<file path="src/rtl/ysyx_pkg.sv">
// Shared ROB sizing and the per-entry lifecycle state.
package ysyx_pkg;
  localparam int ROB_SIZE = 4;
  localparam int XLEN     = 32;
  localparam int TW       = $clog2(ROB_SIZE) + 1;

  typedef enum logic [1:0] {ROB_FREE, ROB_BUSY, ROB_DONE} rob_state_t;
endpackage

</file>
<file path="src/rtl/ysyx_rob_fwd.sv">
// One operand-lookup port: returns a DONE entry's result, or bypasses a
// writeback that names the same tag in this cycle.
module ysyx_rob_fwd #(
  parameter int N    = 4,
  parameter int XLEN = 32,
  parameter int TW   = $clog2(N) + 1
) (
  input  logic [TW-1:0]                tag,
  input  ysyx_pkg::rob_state_t [N-1:0] state,
  input  logic [N-1:0][XLEN-1:0]       result,
  input  logic                         wb_valid,
  input  logic [TW-1:0]                wb_dest,
  input  logic [XLEN-1:0]              wb_result,
  output logic                         hit,
  output logic [XLEN-1:0]              val
);
  import ysyx_pkg::*;
  localparam int PW = $clog2(N);
  localparam logic [TW-1:0] NT = TW'(N);

  logic [PW-1:0] idx;
  assign idx = PW'(tag - TW'(1));

  always_comb begin
    hit = 1'b0;
    val = '0;
    // Stored result wins over a writeback aimed at an already-DONE entry.
    if (tag != '0 && tag <= NT) begin
      if (state[idx] == ROB_DONE) begin
        hit = 1'b1;
        val = result[idx];
      end else if (wb_valid && wb_dest == tag) begin
        hit = 1'b1;
        val = wb_result;
      end
    end
  end
endmodule

</file>
<file path="src/rtl/ysyx_rob.sv">
// Reorder buffer: in-order commit of out-of-order EXU results, mispredict flush
// raised at commit, and operand forwarding for IDU source-tag lookups.
module ysyx_rob #(
  parameter int ROB_SIZE = ysyx_pkg::ROB_SIZE,
  parameter int XLEN     = ysyx_pkg::XLEN,
  parameter int TW       = $clog2(ROB_SIZE) + 1
) (
  input  logic            clock,
  input  logic            reset,
  input  logic            disp_valid,
  output logic            disp_ready,
  input  logic [4:0]      disp_rd,
  input  logic [XLEN-1:0] disp_pc,
  input  logic [XLEN-1:0] disp_pnpc,
  output logic [TW-1:0]   disp_tag,
  input  logic [TW-1:0]   q1_tag,
  input  logic [TW-1:0]   q2_tag,
  output logic            q1_hit,
  output logic            q2_hit,
  output logic [XLEN-1:0] q1_val,
  output logic [XLEN-1:0] q2_val,
  input  logic            wb_valid,
  input  logic [TW-1:0]   wb_dest,
  input  logic [XLEN-1:0] wb_result,
  input  logic [XLEN-1:0] wb_npc,
  output logic            cmt_valid,
  output logic [4:0]      cmt_rd,
  output logic [XLEN-1:0] cmt_data,
  output logic [XLEN-1:0] cmt_pc,
  output logic [TW-1:0]   cmt_tag,
  output logic            flush,
  output logic [XLEN-1:0] flush_pc
);
  import ysyx_pkg::*;
  localparam int PW = $clog2(ROB_SIZE);
  localparam logic [TW-1:0] SIZE_T = TW'(ROB_SIZE);

  rob_state_t [ROB_SIZE-1:0]       state;
  logic [ROB_SIZE-1:0][4:0]        rd_q;
  logic [ROB_SIZE-1:0][XLEN-1:0]   pc_q, pnpc_q, res_q, npc_q;
  logic [TW-1:0]                   head, tail;
  logic                            flush_q;
  logic [XLEN-1:0]                 flush_pc_q;

  logic [PW-1:0] hidx, tidx, widx;
  logic          full, alloc, commit, wb_ok, mispred;

  assign hidx    = head[PW-1:0];
  assign tidx    = tail[PW-1:0];
  assign widx    = PW'(wb_dest - TW'(1));
  // Pointers carry a wrap bit, so equal indices with differing MSBs means full.
  assign full    = (head ^ tail) == SIZE_T;
  assign alloc   = disp_valid && disp_ready;
  assign commit  = state[hidx] == ROB_DONE && !flush_q && !reset;
  assign wb_ok   = wb_valid && !flush_q && wb_dest != '0 && wb_dest <= SIZE_T &&
                   state[widx] == ROB_BUSY;
  assign mispred = commit && npc_q[hidx] != pnpc_q[hidx];

  assign disp_ready = !full && !flush_q && !reset;
  assign disp_tag   = reset ? '0 : TW'(tidx) + TW'(1);
  assign cmt_valid  = commit;
  assign cmt_rd     = commit ? rd_q[hidx]  : '0;
  assign cmt_data   = commit ? res_q[hidx] : '0;
  assign cmt_pc     = commit ? pc_q[hidx]  : '0;
  assign cmt_tag    = commit ? TW'(hidx) + TW'(1) : '0;
  assign flush      = flush_q && !reset;
  assign flush_pc   = flush ? flush_pc_q : '0;

  logic [1:0][TW-1:0]   q_tag;
  logic [1:0]           q_hit;
  logic [1:0][XLEN-1:0] q_val;
  assign q_tag = {q2_tag, q1_tag};

  for (genvar p = 0; p < 2; p++) begin : g_fwd
    ysyx_rob_fwd #(.N(ROB_SIZE), .XLEN(XLEN), .TW(TW)) u_fwd (
      .tag       (q_tag[p]),
      .state     (state),
      .result    (res_q),
      .wb_valid  (wb_valid),
      .wb_dest   (wb_dest),
      .wb_result (wb_result),
      .hit       (q_hit[p]),
      .val       (q_val[p])
    );
  end

  assign q1_hit = q_hit[0] && !reset;
  assign q2_hit = q_hit[1] && !reset;
  assign q1_val = reset ? '0 : q_val[0];
  assign q2_val = reset ? '0 : q_val[1];

  always_ff @(posedge clock) begin
    if (reset) begin
      head       <= '0;
      tail       <= '0;
      flush_q    <= 1'b0;
      flush_pc_q <= '0;
      for (int i = 0; i < ROB_SIZE; i++) state[i] <= ROB_FREE;
    end else if (flush_q) begin
      head    <= '0;
      tail    <= '0;
      flush_q <= 1'b0;
      for (int i = 0; i < ROB_SIZE; i++) state[i] <= ROB_FREE;
    end else begin
      flush_q <= mispred;
      if (mispred) flush_pc_q <= npc_q[hidx];
      // commit/writeback/alloc always hit distinct slots (DONE/BUSY/FREE).
      if (commit) begin
        state[hidx] <= ROB_FREE;
        head        <= head + TW'(1);
      end
      if (wb_ok) begin
        state[widx] <= ROB_DONE;
        res_q[widx] <= wb_result;
        npc_q[widx] <= wb_npc;
      end
      if (alloc) begin
        state[tidx]  <= ROB_BUSY;
        rd_q[tidx]   <= disp_rd;
        pc_q[tidx]   <= disp_pc;
        pnpc_q[tidx] <= disp_pnpc;
        tail         <= tail + TW'(1);
      end
    end
  end
endmodule

</file>
<file path="config.mk">
export PLATFORM = sky130hd
export DESIGN_NAME = ysyx_rob
export DESIGN_NICKNAME = d
export VERILOG_FILES = /design/src/rtl/ysyx_pkg.sv /design/src/rtl/ysyx_rob_fwd.sv /design/src/rtl/ysyx_rob.sv
export SDC_FILE = /design/constraint.sdc
export NUM_CORES = 1
export LEC_CHECK = 0
export BUFFER_PORTS_ARGS = -buffer_cell sky130_fd_sc_hd__buf_2
export CORE_MARGIN = 2
export CORE_UTILIZATION = 50
export CTS_BUF_LIST = sky130_fd_sc_hd__clkbuf_16
export CTS_CLUSTER_SIZE = 12
export DETAILED_ROUTE_END_ITERATION = 7
export PLACE_DENSITY = 0.7
export SYNTH_ARGS = -nofsm -noshare
export SYNTH_HDL_FRONTEND = slang
export SYNTH_HIERARCHICAL = 1
export SYNTH_SLANG_ARGS = --single-unit
export TNS_END_PERCENT = 20
</file>
<file path="constraint.sdc">
create_clock -name clock -period 9.04 [get_ports clock]
set_input_delay 0.904 -clock clock [delete_from_list [all_inputs] [get_ports clock]]
set_output_delay 0.904 -clock clock [all_outputs]
set_load 0.05 [all_outputs]
</file>
# Word level (Yosys, flattened, before mapping)
# Index checks and enable logic that the tools add are counted.
# classes
n_lt_le_gt_ge	11
addsub	7
reduce_logical	30
eq_ne	8
muxes	66
bitwise	11
# op_table
op	count
32-bit two-way mux	19
128-bit bitwise mux	4
32-bit binary-select mux with 2-bit select	6
32-bit demux with 2-bit select	2
8-bit two-way mux	7
32-bit != test	1
20-bit bitwise mux	1
1-bit logical AND	20
2-bit binary-select mux with 2-bit select	4
2-bit by 3-bit less-than comparator with 1-bit output, second input constant	5
5-bit two-way mux	3
2-bit two-way mux	7
2-bit demux with 2-bit select	3
5-bit binary-select mux with 2-bit select	1
5-bit demux with 2-bit select	1
3-bit <= comparator, second input constant	3
3-bit nonzero test	3
4-bit AND	2
8-bit AND	1
4-bit inverter	2
8-bit inverter	1
4-bit OR	2
2-bit by 1-bit adder with 3-bit output, second input constant	2
3-bit by 1-bit adder with 3-bit output, second input constant	2
14 further kinds	31
# word_totals
register_bits	579
inputBits	146
elab_cells	161
out_inout_bits	176

# Depth between registers and ports, before layout
# Gate-level depths: netlist of run 1.
# depth
ltp_word	15
mapped_depth	12
ltp_nobuf	8

# Modules after synthesis
# The synthesis of run 1 kept the hierarchy.
# by_module_without_submodules
mod	seq_area_each_um2	cells_each	area_each_um2	instances
ysyx_rob	16916.2	1137	22908.2	1
ysyx_rob_fwd	0.0	169	1740.4	2

# Least setup slack after synthesis of run 1
# OpenSTA, ideal clock, no wires.
# synth_path
path_type	input-to-reg
start	input port wb_dest[0]
end	register npc_q[0] (netlist name), enable pin
setup_slack_ns	4.022
setup_time_ns	0.486
arrival_ns	4.532
t_required_ns	8.554
n_path_buf	0
path_stages	7
cell_sequence	inv_1 -> ha_1 -> xnor2_1 -> nand3b_1 -> a211oi_1 -> nand2_1 -> nor2_1
# synth_via
elab_chain_cells	6
elab_cells_between_ends	10
classes_between	1 x add/sub; 1 x order compare; 1 x eq/ne; 2 x mux; 5 x reduce/logical
# synth_lines
element	line	rtl
from (decl)	ysyx_rob.sv:23	input logic [TW-1:0] wb_dest,
2-bit by 1-bit subtractor with 2-bit output	ysyx_rob.sv:50	assign widx = PW'(wb_dest - TW'(1));
2-bit binary-select mux with 2-bit select	ysyx_rob.sv:56	state[widx] == ROB_BUSY;
2-bit two-way mux (implied by the code)	ysyx_rob.sv:56	
2-bit by 1-bit == test with 1-bit output	ysyx_rob.sv:56	
1-bit logical AND *	ysyx_rob.sv:55	assign wb_ok = wb_valid && !flush_q && wb_dest != '0 && wb_dest <= SIZE_T &&
3-bit AND reduction (no source line) *	--	
to (signal, indexed assignment)	ysyx_rob.sv:115	npc_q[widx] <= wb_npc;
to (decl)	ysyx_rob.sv:40	logic [ROB_SIZE-1:0][XLEN-1:0] pc_q, pnpc_q, res_q, npc_q;
# Every way passes the cells marked *; elsewhere a longest branch is shown, timed or not. The select of a mux whose other input is x is not followed.
# A chain may end at the register's enable or synchronous reset.

==> flow_results.xml, run 1 <==
<?xml version="1.0" encoding="UTF-8"?>
<metrics>
  <group name="outcome">
    <metric name="result_of_the_run" unit="">finished clean</metric>
  </group>
  <group name="sta">
    <metric name="setup_viol" unit="">0</metric>
    <metric name="totalNegativeSetupSlack" unit="ps">0</metric>
    <metric name="grt_setup_unrepaired" unit="">no</metric>
    <metric name="period_share" unit="">0.625</metric>
    <metric name="timing.slew.headroom" unit="">0.221</metric>
    <metric name="final.setup.worst_slack" unit="ps">3390</metric>
    <metric name="finClkSkew" unit="ps">20.0</metric>
    <metric name="timing.final.crit_period" unit="ps">5650</metric>
    <metric name="slew_viol_final" unit="">0</metric>
    <metric name="hold_viol_final" unit="">0</metric>
    <metric name="fmaxAchievable" unit="MHz">177</metric>
    <metric name="timing_worst_slew_pin_value" unit="ps">1170</metric>
  </group>
  <group name="setup_path">
    <metric name="critical_path.max_fanout" unit="">34</metric>
    <metric name="required" unit="ps">8140</metric>
    <metric name="timing.critical_path.to_type" unit="">output port</metric>
    <metric name="slowest_stage" unit="">sky130_fd_sc_hd__mux4_2</metric>
    <metric name="crit_arrival" unit="ps">4750</metric>
    <metric name="critical_path.startpoint_type" unit="">input port</metric>
    <metric name="worst_path_largest_cell_delay" unit="ps">930</metric>
    <metric name="crit_type" unit="">input port to output port</metric>
    <metric name="crit_path_cell_trace" unit="">buf_2 &gt; buf_4 &gt; inv_4 &gt; ha_1 &gt; buf_4 &gt; mux4_2 &gt; nand3_2 &gt; a21oi_2 &gt; nor2b_1 &gt; buf_2</metric>
  </group>
  <group name="logic_synthesis">
    <metric name="postSynthAreaPerCell" unit="um^2">17.9</metric>
    <metric name="synth-seq-cells" unit="">579</metric>
    <metric name="synthesized_area" unit="um^2">26400</metric>
    <metric name="synth_cell_type_count" unit="">43</metric>
    <metric name="number_of_synthesized_flops_with_an_enable_pin" unit="">532</metric>
    <metric name="synth_warnings" unit="">6</metric>
    <metric name="fraction_of_synthesis_flops_using_an_asynchronous_set_or_reset_pin" unit="">0</metric>
    <metric name="ys.flop_type" unit="">sky130_fd_sc_hd__edfxtp_1</metric>
    <metric name="synth-seq-area-share" unit="">0.641</metric>
    <metric name="number_of_nets_produced_by_synthesis" unit="">1636</metric>
    <metric name="syn_inst_count" unit="">1475</metric>
  </group>
  <group name="cts">
    <metric name="cts_buffers" unit="">58</metric>
    <metric name="postCtsHoldBufs" unit="">0</metric>
    <metric name="ctsLongestPathBuffers" unit="">3</metric>
    <metric name="cts.root.buffer_cell" unit="">sky130_fd_sc_hd__clkbuf_16</metric>
    <metric name="post-cts-setup-buffer-count" unit="">0</metric>
    <metric name="tritoncts" unit="">yes</metric>
    <metric name="clk_pin_slew" unit="ps">60</metric>
    <metric name="clk_latency" unit="ps">620</metric>
    <metric name="cts.sink_count" unit="">579</metric>
    <metric name="cts-resized-gates" unit="">0</metric>
    <metric name="cts_max_level" unit="">2</metric>
  </group>
  <group name="detailed_routing">
    <metric name="dr_wl_met3" unit="um">4420</metric>
    <metric name="route.top_layer_used" unit="">met5</metric>
    <metric name="dr_wl_met2" unit="um">31200</metric>
    <metric name="drt-pass1-iter-count" unit="">7</metric>
    <metric name="route.detailed.drc" unit="">0</metric>
    <metric name="dr.first_iter.drc_count" unit="">1256</metric>
    <metric name="vias_per_cell" unit="">5.82</metric>
    <metric name="vias" unit="">14600</metric>
    <metric name="routedLengthMet1" unit="um">25200</metric>
    <metric name="ant_nets" unit="">0</metric>
    <metric name="drt-total-wl" unit="um">62700</metric>
    <metric name="per_cell_routed_wire_length" unit="um">24.9</metric>
  </group>
  <group name="flow_run">
    <metric name="maximum_capacitance_violations" unit="">0</metric>
  </group>
  <group name="floorplan">
    <metric name="fp.dieW" unit="um">234</metric>
    <metric name="floorplan.rows" unit="">84</metric>
    <metric name="die_y" unit="um">234</metric>
    <metric name="die-area" unit="um^2">54600</metric>
    <metric name="floorplan.io_pins" unit="">322</metric>
    <metric name="core_area" unit="um^2">52300</metric>
    <metric name="initial_core_util" unit="">0.504</metric>
  </group>
  <group name="global_route">
    <metric name="grt_remaining_overflow" unit="">0</metric>
    <metric name="antenna_found_initial" unit="">15</metric>
    <metric name="grt_pass1_vias" unit="">14800</metric>
    <metric name="first_pass_grt_wire_length" unit="um">92300</metric>
    <metric name="grtUsageTotal" unit="">0.228</metric>
    <metric name="grt_max_degree" unit="">83</metric>
  </group>
  <group name="placement">
    <metric name="port_buffers" unit="">321</metric>
    <metric name="dp.cells" unit="">2405</metric>
    <metric name="worst_slack_at_placement" unit="ps">3300</metric>
    <metric name="dpl-instance-area" unit="um^2">28500</metric>
    <metric name="place.detailed.hpwl" unit="um">38500</metric>
    <metric name="routability_congestion" unit="">0.786</metric>
  </group>
  <group name="finish">
    <metric name="seqCellArea" unit="um^2">16900</metric>
    <metric name="multi_input_comb_area" unit="um^2">8900</metric>
    <metric name="utilization" unit="">0.577</metric>
    <metric name="instances_no_fill" unit="">2512</metric>
    <metric name="n_fill_cell" unit="">3986</metric>
    <metric name="final_design_area_no_fill" unit="um^2">30200</metric>
    <metric name="final_layout_size_suffix_gt1_frac" unit="">0.432</metric>
    <metric name="final_common_cell" unit="">sky130_fd_sc_hd__edfxtp_1</metric>
    <metric name="final_cell_mix" unit="">sky130_fd_sc_hd__edfxtp_1, sky130_fd_sc_hd__buf_2, sky130_fd_sc_hd__mux4_2, sky130_fd_sc_hd__nor2b_1, sky130_fd_sc_hd__and2_1</metric>
    <metric name="syn_to_final_growth" unit="%">14.4</metric>
    <metric name="final_net_count" unit="">1938</metric>
  </group>
  <group name="power">
    <metric name="power_switching_share" unit="">0.218</metric>
    <metric name="internal_power" unit="uW">4240</metric>
    <metric name="combPwrFrac" unit="">0.060</metric>
    <metric name="worst_ir_drop_vdd" unit="uV">144</metric>
    <metric name="power_density" unit="nW/um^2">180</metric>
    <metric name="net_switching" unit="uW">1180</metric>
    <metric name="power.leakage" unit="uW">0.0103</metric>
    <metric name="power_frac_clock" unit="">0.389</metric>
    <metric name="share_seq_of_total_power" unit="">0.550</metric>
  </group>
  <group name="hold_path">
    <metric name="hold_path_class" unit="">input port to flop</metric>
  </group>
</metrics>
[registers in the layout, indices dropped and copies added, names as in the netlist]
register    flops
npc_q         128
flush_q         1
flush_pc_q     32
head            3
rd_q           20
state           8
tail            3
pc_q          128
pnpc_q        128
res_q         128
[path summary, 6_finish.rpt]
check / startpoint / endpoint / slack (ps) / cells past startpoint
min: disp_pnpc[31] / pnpc_q[127] / 500 / 1
min reg2reg: head[2] / head[2] / 540 / 2
max reg2reg: head[1] / flush_pc_q[30] / 4180 / 8
max: q2_tag[0] / q2_val[21] / 3390 / 10
[routing by layer]
layer,track usage,up-vias
li1,-,6380
met1,0.305,7610
met2,0.376,489
met3,0.0512,116
met4,0.0722,14
met5,0,-
[cell type report]
| class | count | area share |
|---|---|---|
| diodes | 8 | 0.000663 |
| clock buffers | 58 | 0.0481 |
| clock inverters | 41 | 0.00642 |
| inverters | 16 | 0.00220 |
| multi-input cells | 779 | 0.295 |
| flip-flops and latches | 579 | 0.560 |
| well taps | 688 | 0.0285 |
| repair buffers | 343 | 0.0592 |
[cells by family (layout without fill, tap and decap cells)]
family | count (synthesis) | count (layout) | share of synthesized area
buffers and inverters | 117 | 458 | 0.0252
muxes | 233 | 233 | 0.189
and+or+nand+nor | 402 | 402 | 0.0956
AOI/OAI and AO/OA | 81 | 81 | 0.0257
adders and majority gates | 15 | 15 | 0.00711
other | 0 | 8 | 0
DFF | 579 | 579 | 0.641
xor gates and xnor gates | 48 | 48 | 0.0159
[stage by stage]
step | hold WS, ps | power (uW)
6_report | 498 | 5420
3_3_place_gp | 511 | 3360
3_5_place_dp | 520 | 3370
4_1_cts | 466 | 5470
2_1_floorplan | 485 | 3240
5_1_grt | 480 | 5590
[power by group through the flow]
stage | clock (uW) | sequential (uW) | combinational, uW
final | 2110 | 2980 | 328
after global routing | 2250 | 2990 | 353
after CTS | 2160 | 2980 | 332
after detailed placement | 0 | 3040 | 331
after global placement | 0 | 3040 | 324
after floorplan | 0 | 3040 | 205
[cell usage after synthesis (2+ instances only)]
library cell	instances	area [um^2]
sky130_fd_sc_hd__nand2b_1	4	25.0
sky130_fd_sc_hd__nor3b_1	2	15.0
sky130_fd_sc_hd__inv_1	14	52.6
sky130_fd_sc_hd__a21oi_2	60	526
sky130_fd_sc_hd__buf_2	15	75.1
sky130_fd_sc_hd__nor4_2	2	25.0
sky130_fd_sc_hd__xor2_1	37	324
sky130_fd_sc_hd__buf_6	13	146
sky130_fd_sc_hd__nand2_1	80	300
sky130_fd_sc_hd__mux2_4	29	435
sky130_fd_sc_hd__a31oi_1	4	25.0
sky130_fd_sc_hd__buf_4	15	113
sky130_fd_sc_hd__nor4_1	6	37.5
sky130_fd_sc_hd__nand3b_1	2	15.0
sky130_fd_sc_hd__and4_1	2	17.5
sky130_fd_sc_hd__mux4_2	201	4530
sky130_fd_sc_hd__a211oi_1	5	37.5
sky130_fd_sc_hd__nand3_1	5	25.0
sky130_fd_sc_hd__dfxtp_1	47	941
sky130_fd_sc_hd__edfxtp_1	532	16000
sky130_fd_sc_hd__nand3_2	60	601
sky130_fd_sc_hd__and2_1	103	644
sky130_fd_sc_hd__nand4_1	2	12.5
sky130_fd_sc_hd__clkbuf_1	42	158
sky130_fd_sc_hd__and3_1	3	18.8
sky130_fd_sc_hd__inv_4	2	12.5
sky130_fd_sc_hd__ha_1	15	188
sky130_fd_sc_hd__mux2_2	3	33.8
sky130_fd_sc_hd__nor2b_1	109	682
sky130_fd_sc_hd__or2b_1	4	30.0
sky130_fd_sc_hd__a21oi_1	6	30.0
sky130_fd_sc_hd__buf_1	13	48.8
sky130_fd_sc_hd__nor2_1	16	60.1
sky130_fd_sc_hd__xnor2_1	11	96.3
sky130_fd_sc_hd__buf_12	3	60.1
[critical path, delay by kind of cell]
kind | cells | cell delay (ps)
buf+inv | 5 | 1440
mux | 1 | 930
compound gates | 1 | 180
simple gates | 2 | 310
fa+ha+maj | 1 | 900
No activity file was read; power rests on OpenSTA's default activity.
==> inputs of run 2 (changes only) <==
ABC_AREA = 1   (was unset)
PLACE_DENSITY = 0.72   (was 0.7)
clock period = 4.94 ns   (was 9.04 ns; I/O delays follow)
==> run 2 against run 1 <==
Compared with the run above:
- total power rose by 96%
- critical endpoint is now cmt_data[30]
- cell count rose by 75%
- largest cell class unchanged
- sequential cell count did not move
- sequential share of layout area fell by 4.1 points
==> flow_results.xml, run 2 <==
<?xml version="1.0" encoding="UTF-8"?>
<metrics>
  <group name="outcome">
    <metric name="result_of_the_run" unit="">finished clean</metric>
  </group>
  <group name="cts">
    <metric name="cts_buffers" unit="">60</metric>
    <metric name="postCtsHoldBufs" unit="">0</metric>
    <metric name="cts-resized-gates" unit="">0</metric>
    <metric name="ctsLongestPathBuffers" unit="">3</metric>
    <metric name="tritoncts" unit="">yes</metric>
    <metric name="cts.root.buffer_cell" unit="">sky130_fd_sc_hd__clkbuf_16</metric>
    <metric name="clk_latency" unit="ps">610</metric>
    <metric name="cts_max_level" unit="">2</metric>
    <metric name="clk_pin_slew" unit="ps">60</metric>
    <metric name="cts.sink_count" unit="">579</metric>
    <metric name="post-cts-setup-buffer-count" unit="">0</metric>
  </group>
  <group name="logic_synthesis">
    <metric name="number_of_synthesized_flops_with_an_enable_pin" unit="">532</metric>
    <metric name="ys_top_cells_by_area" unit="">sky130_fd_sc_hd__edfxtp_1, sky130_fd_sc_hd__nand2_1, sky130_fd_sc_hd__nand3_1, sky130_fd_sc_hd__nor2_1, sky130_fd_sc_hd__dfxtp_1</metric>
    <metric name="synth_top_cell_area_share" unit="">0.548</metric>
    <metric name="synth_cell_type_count" unit="">40</metric>
    <metric name="syn_inst_count" unit="">3355</metric>
    <metric name="synthesized_area" unit="um^2">29100</metric>
    <metric name="synth_warnings" unit="">6</metric>
    <metric name="synth-seq-area-share" unit="">0.580</metric>
    <metric name="synth_most_common_cell" unit="">sky130_fd_sc_hd__nand2_1</metric>
    <metric name="fraction_of_synthesis_flops_using_an_asynchronous_set_or_reset_pin" unit="">0</metric>
    <metric name="postSynthAreaPerCell" unit="um^2">8.69</metric>
    <metric name="number_of_nets_produced_by_synthesis" unit="">3516</metric>
    <metric name="ys.flop_type" unit="">sky130_fd_sc_hd__edfxtp_1</metric>
    <metric name="synth-seq-cells" unit="">579</metric>
    <metric name="synth_common_cells" unit="">sky130_fd_sc_hd__nand2_1, sky130_fd_sc_hd__edfxtp_1, sky130_fd_sc_hd__nor2_1</metric>
    <metric name="yosys.area.top_type" unit="">sky130_fd_sc_hd__edfxtp_1</metric>
  </group>
  <group name="sta">
    <metric name="grt_setup_unrepaired" unit="">no</metric>
    <metric name="totalNegativeSetupSlack" unit="ps">0</metric>
    <metric name="slew_viol_final" unit="">0</metric>
    <metric name="fmaxAchievable" unit="MHz">227</metric>
    <metric name="period_share" unit="">0.892</metric>
    <metric name="hold_viol_final" unit="">0</metric>
    <metric name="timing.slew.headroom" unit="">0.204</metric>
    <metric name="setup_viol" unit="">0</metric>
    <metric name="final.setup.worst_slack" unit="ps">533</metric>
    <metric name="timing_worst_slew_pin_value" unit="ps">1190</metric>
    <metric name="finClkSkew" unit="ps">9.96</metric>
    <metric name="timing.final.crit_period" unit="ps">4410</metric>
  </group>
  <group name="floorplan">
    <metric name="floorplan.rows" unit="">88</metric>
    <metric name="initial_core_util" unit="">0.505</metric>
    <metric name="floorplan.io_pins" unit="">322</metric>
    <metric name="core_area" unit="um^2">57700</metric>
    <metric name="die_y" unit="um">245</metric>
    <metric name="fp.dieW" unit="um">245</metric>
    <metric name="die-area" unit="um^2">60200</metric>
  </group>
  <group name="global_route">
    <metric name="grtUsageTotal" unit="">0.270</metric>
    <metric name="grt_remaining_overflow" unit="">0</metric>
    <metric name="antenna_found_initial" unit="">19</metric>
    <metric name="grtUsageMet2" unit="">0.419</metric>
    <metric name="grt_busiest_layer" unit="">met2</metric>
    <metric name="groute.layer.met1.usage" unit="">0.379</metric>
    <metric name="grt_max_degree" unit="">179</metric>
    <metric name="first_pass_grt_wire_length" unit="um">126000</metric>
    <metric name="use_met3" unit="">0.0493</metric>
    <metric name="grt_pass1_vias" unit="">22000</metric>
  </group>
  <group name="finish">
    <metric name="syn_to_final_growth" unit="%">11.9</metric>
    <metric name="final_net_count" unit="">3741</metric>
    <metric name="final_design_area_no_fill" unit="um^2">32600</metric>
    <metric name="final_cell_mix" unit="">sky130_fd_sc_hd__nand2_1, sky130_fd_sc_hd__edfxtp_1, sky130_fd_sc_hd__nor2_1, sky130_fd_sc_hd__nand3_1, sky130_fd_sc_hd__buf_2</metric>
    <metric name="final_common_cell" unit="">sky130_fd_sc_hd__nand2_1</metric>
    <metric name="final_layout_size_suffix_gt1_frac" unit="">0.138</metric>
    <metric name="instances_no_fill" unit="">4400</metric>
    <metric name="n_fill_cell" unit="">5063</metric>
  </group>
  <group name="placement">
    <metric name="place.detailed.hpwl" unit="um">50100</metric>
    <metric name="port_buffers" unit="">321</metric>
    <metric name="worst_slack_at_placement" unit="ps">1200</metric>
    <metric name="dp.cells" unit="">4283</metric>
    <metric name="dpl-instance-area" unit="um^2">30800</metric>
    <metric name="routability_congestion" unit="">0.851</metric>
  </group>
  <group name="detailed_routing">
    <metric name="per_cell_routed_wire_length" unit="um">18.8</metric>
    <metric name="drt-pass1-iter-count" unit="">6</metric>
    <metric name="vias_per_cell" unit="">5.43</metric>
    <metric name="route.detailed.drc" unit="">0</metric>
    <metric name="dr.first_iter.drc_count" unit="">2616</metric>
    <metric name="vias" unit="">23900</metric>
    <metric name="ant_nets" unit="">0</metric>
    <metric name="drt-total-wl" unit="um">82700</metric>
  </group>
  <group name="setup_path">
    <metric name="crit_type" unit="">flop to output port</metric>
    <metric name="critical_path.startpoint_type" unit="">flop</metric>
    <metric name="required" unit="ps">4450</metric>
    <metric name="critical_path.max_fanout" unit="">97</metric>
    <metric name="timing.critical_path.to_type" unit="">output port</metric>
    <metric name="crit_arrival" unit="ps">3910</metric>
  </group>
  <group name="power">
    <metric name="worst_ir_drop_vdd" unit="uV">324</metric>
    <metric name="power_density" unit="nW/um^2">327</metric>
    <metric name="power.leakage" unit="uW">0.0140</metric>
  </group>
  <group name="hold_path">
    <metric name="hold_path_class" unit="">input port to flop</metric>
  </group>
  <group name="flow_run">
    <metric name="maximum_capacitance_violations" unit="">0</metric>
  </group>
</metrics>
run 2: cells by family after synthesis:
family	share of synthesized area
compound gates	0.0422
xor+xnor	0.000902
fa+ha+maj	0.00644
buf+inv	0.0826
flops	0.580
simple gates	0.287
run 2: final timing paths:
kind	start	end	slack, ps	cells past startpoint
max reg2reg	head[1]	flush_pc_q[14]	1050	16
min	disp_pnpc[22]	pnpc_q[118]	90	1
min reg2reg	tail[2]	tail[2]	470	1
max	head[1]	cmt_data[30]	530	6
run 2: per-stage QoR:
| step | hold slack (ps) | util | total power [uW] |
|---|---|---|---|
| after floorplan | 440 | - | 6310 |
| after global placement | 455 | 0.534 | 6590 |
| after detailed placement | 457 | 0.534 | 6610 |
| after CTS | 58.6 | 0.565 | 10700 |
| after global routing | 74.6 | 0.565 | 11000 |
| final | 93.8 | 0.565 | 10600 |
run 2: per-layer routing:
metal	up-vias	part of all wire	wire (um)
li1	11400	-	-
met1	11100	0.41	33800
met2	1245	0.45	37000
met3	209	0.11	8900
met4	14	0.035	2920
met5	-	0.0012	103
run 2: where the power goes:
part / leakage (uW) / switching (uW) / internal (uW)
registers: 0.00519 / 23.1 / 5430
clock network: 0.000969 / 1810 / 2320
logic: 0.00784 / 790 / 278
total: 0.0140 / 2620 / 8020
run 2: critical path: stages, from the launching register on:
cell and delay (ps):
sky130_fd_sc_hd__dfxtp_4 580, sky130_fd_sc_hd__inv_6 730, sky130_fd_sc_hd__o311ai_1 300, sky130_fd_sc_hd__nand3_4 160
sky130_fd_sc_hd__buf_4 830, sky130_fd_sc_hd__a21oi_1 240, sky130_fd_sc_hd__buf_2 300
run 2: final cells by class:
type                            instances  area, um^2  share of cell area
Timing Repair Buffer                  366        2040              0.0627
Tap cell                              765         957              0.0294
Clock buffer                           61        1530              0.0468
Sequential cell                       579       16900               0.519
Inverter                              259         986              0.0302
Multi-Input combinational cell       2314        9880               0.303
Antenna cell                           12        30.0            0.000921
Clock inverter                         44         258             0.00790
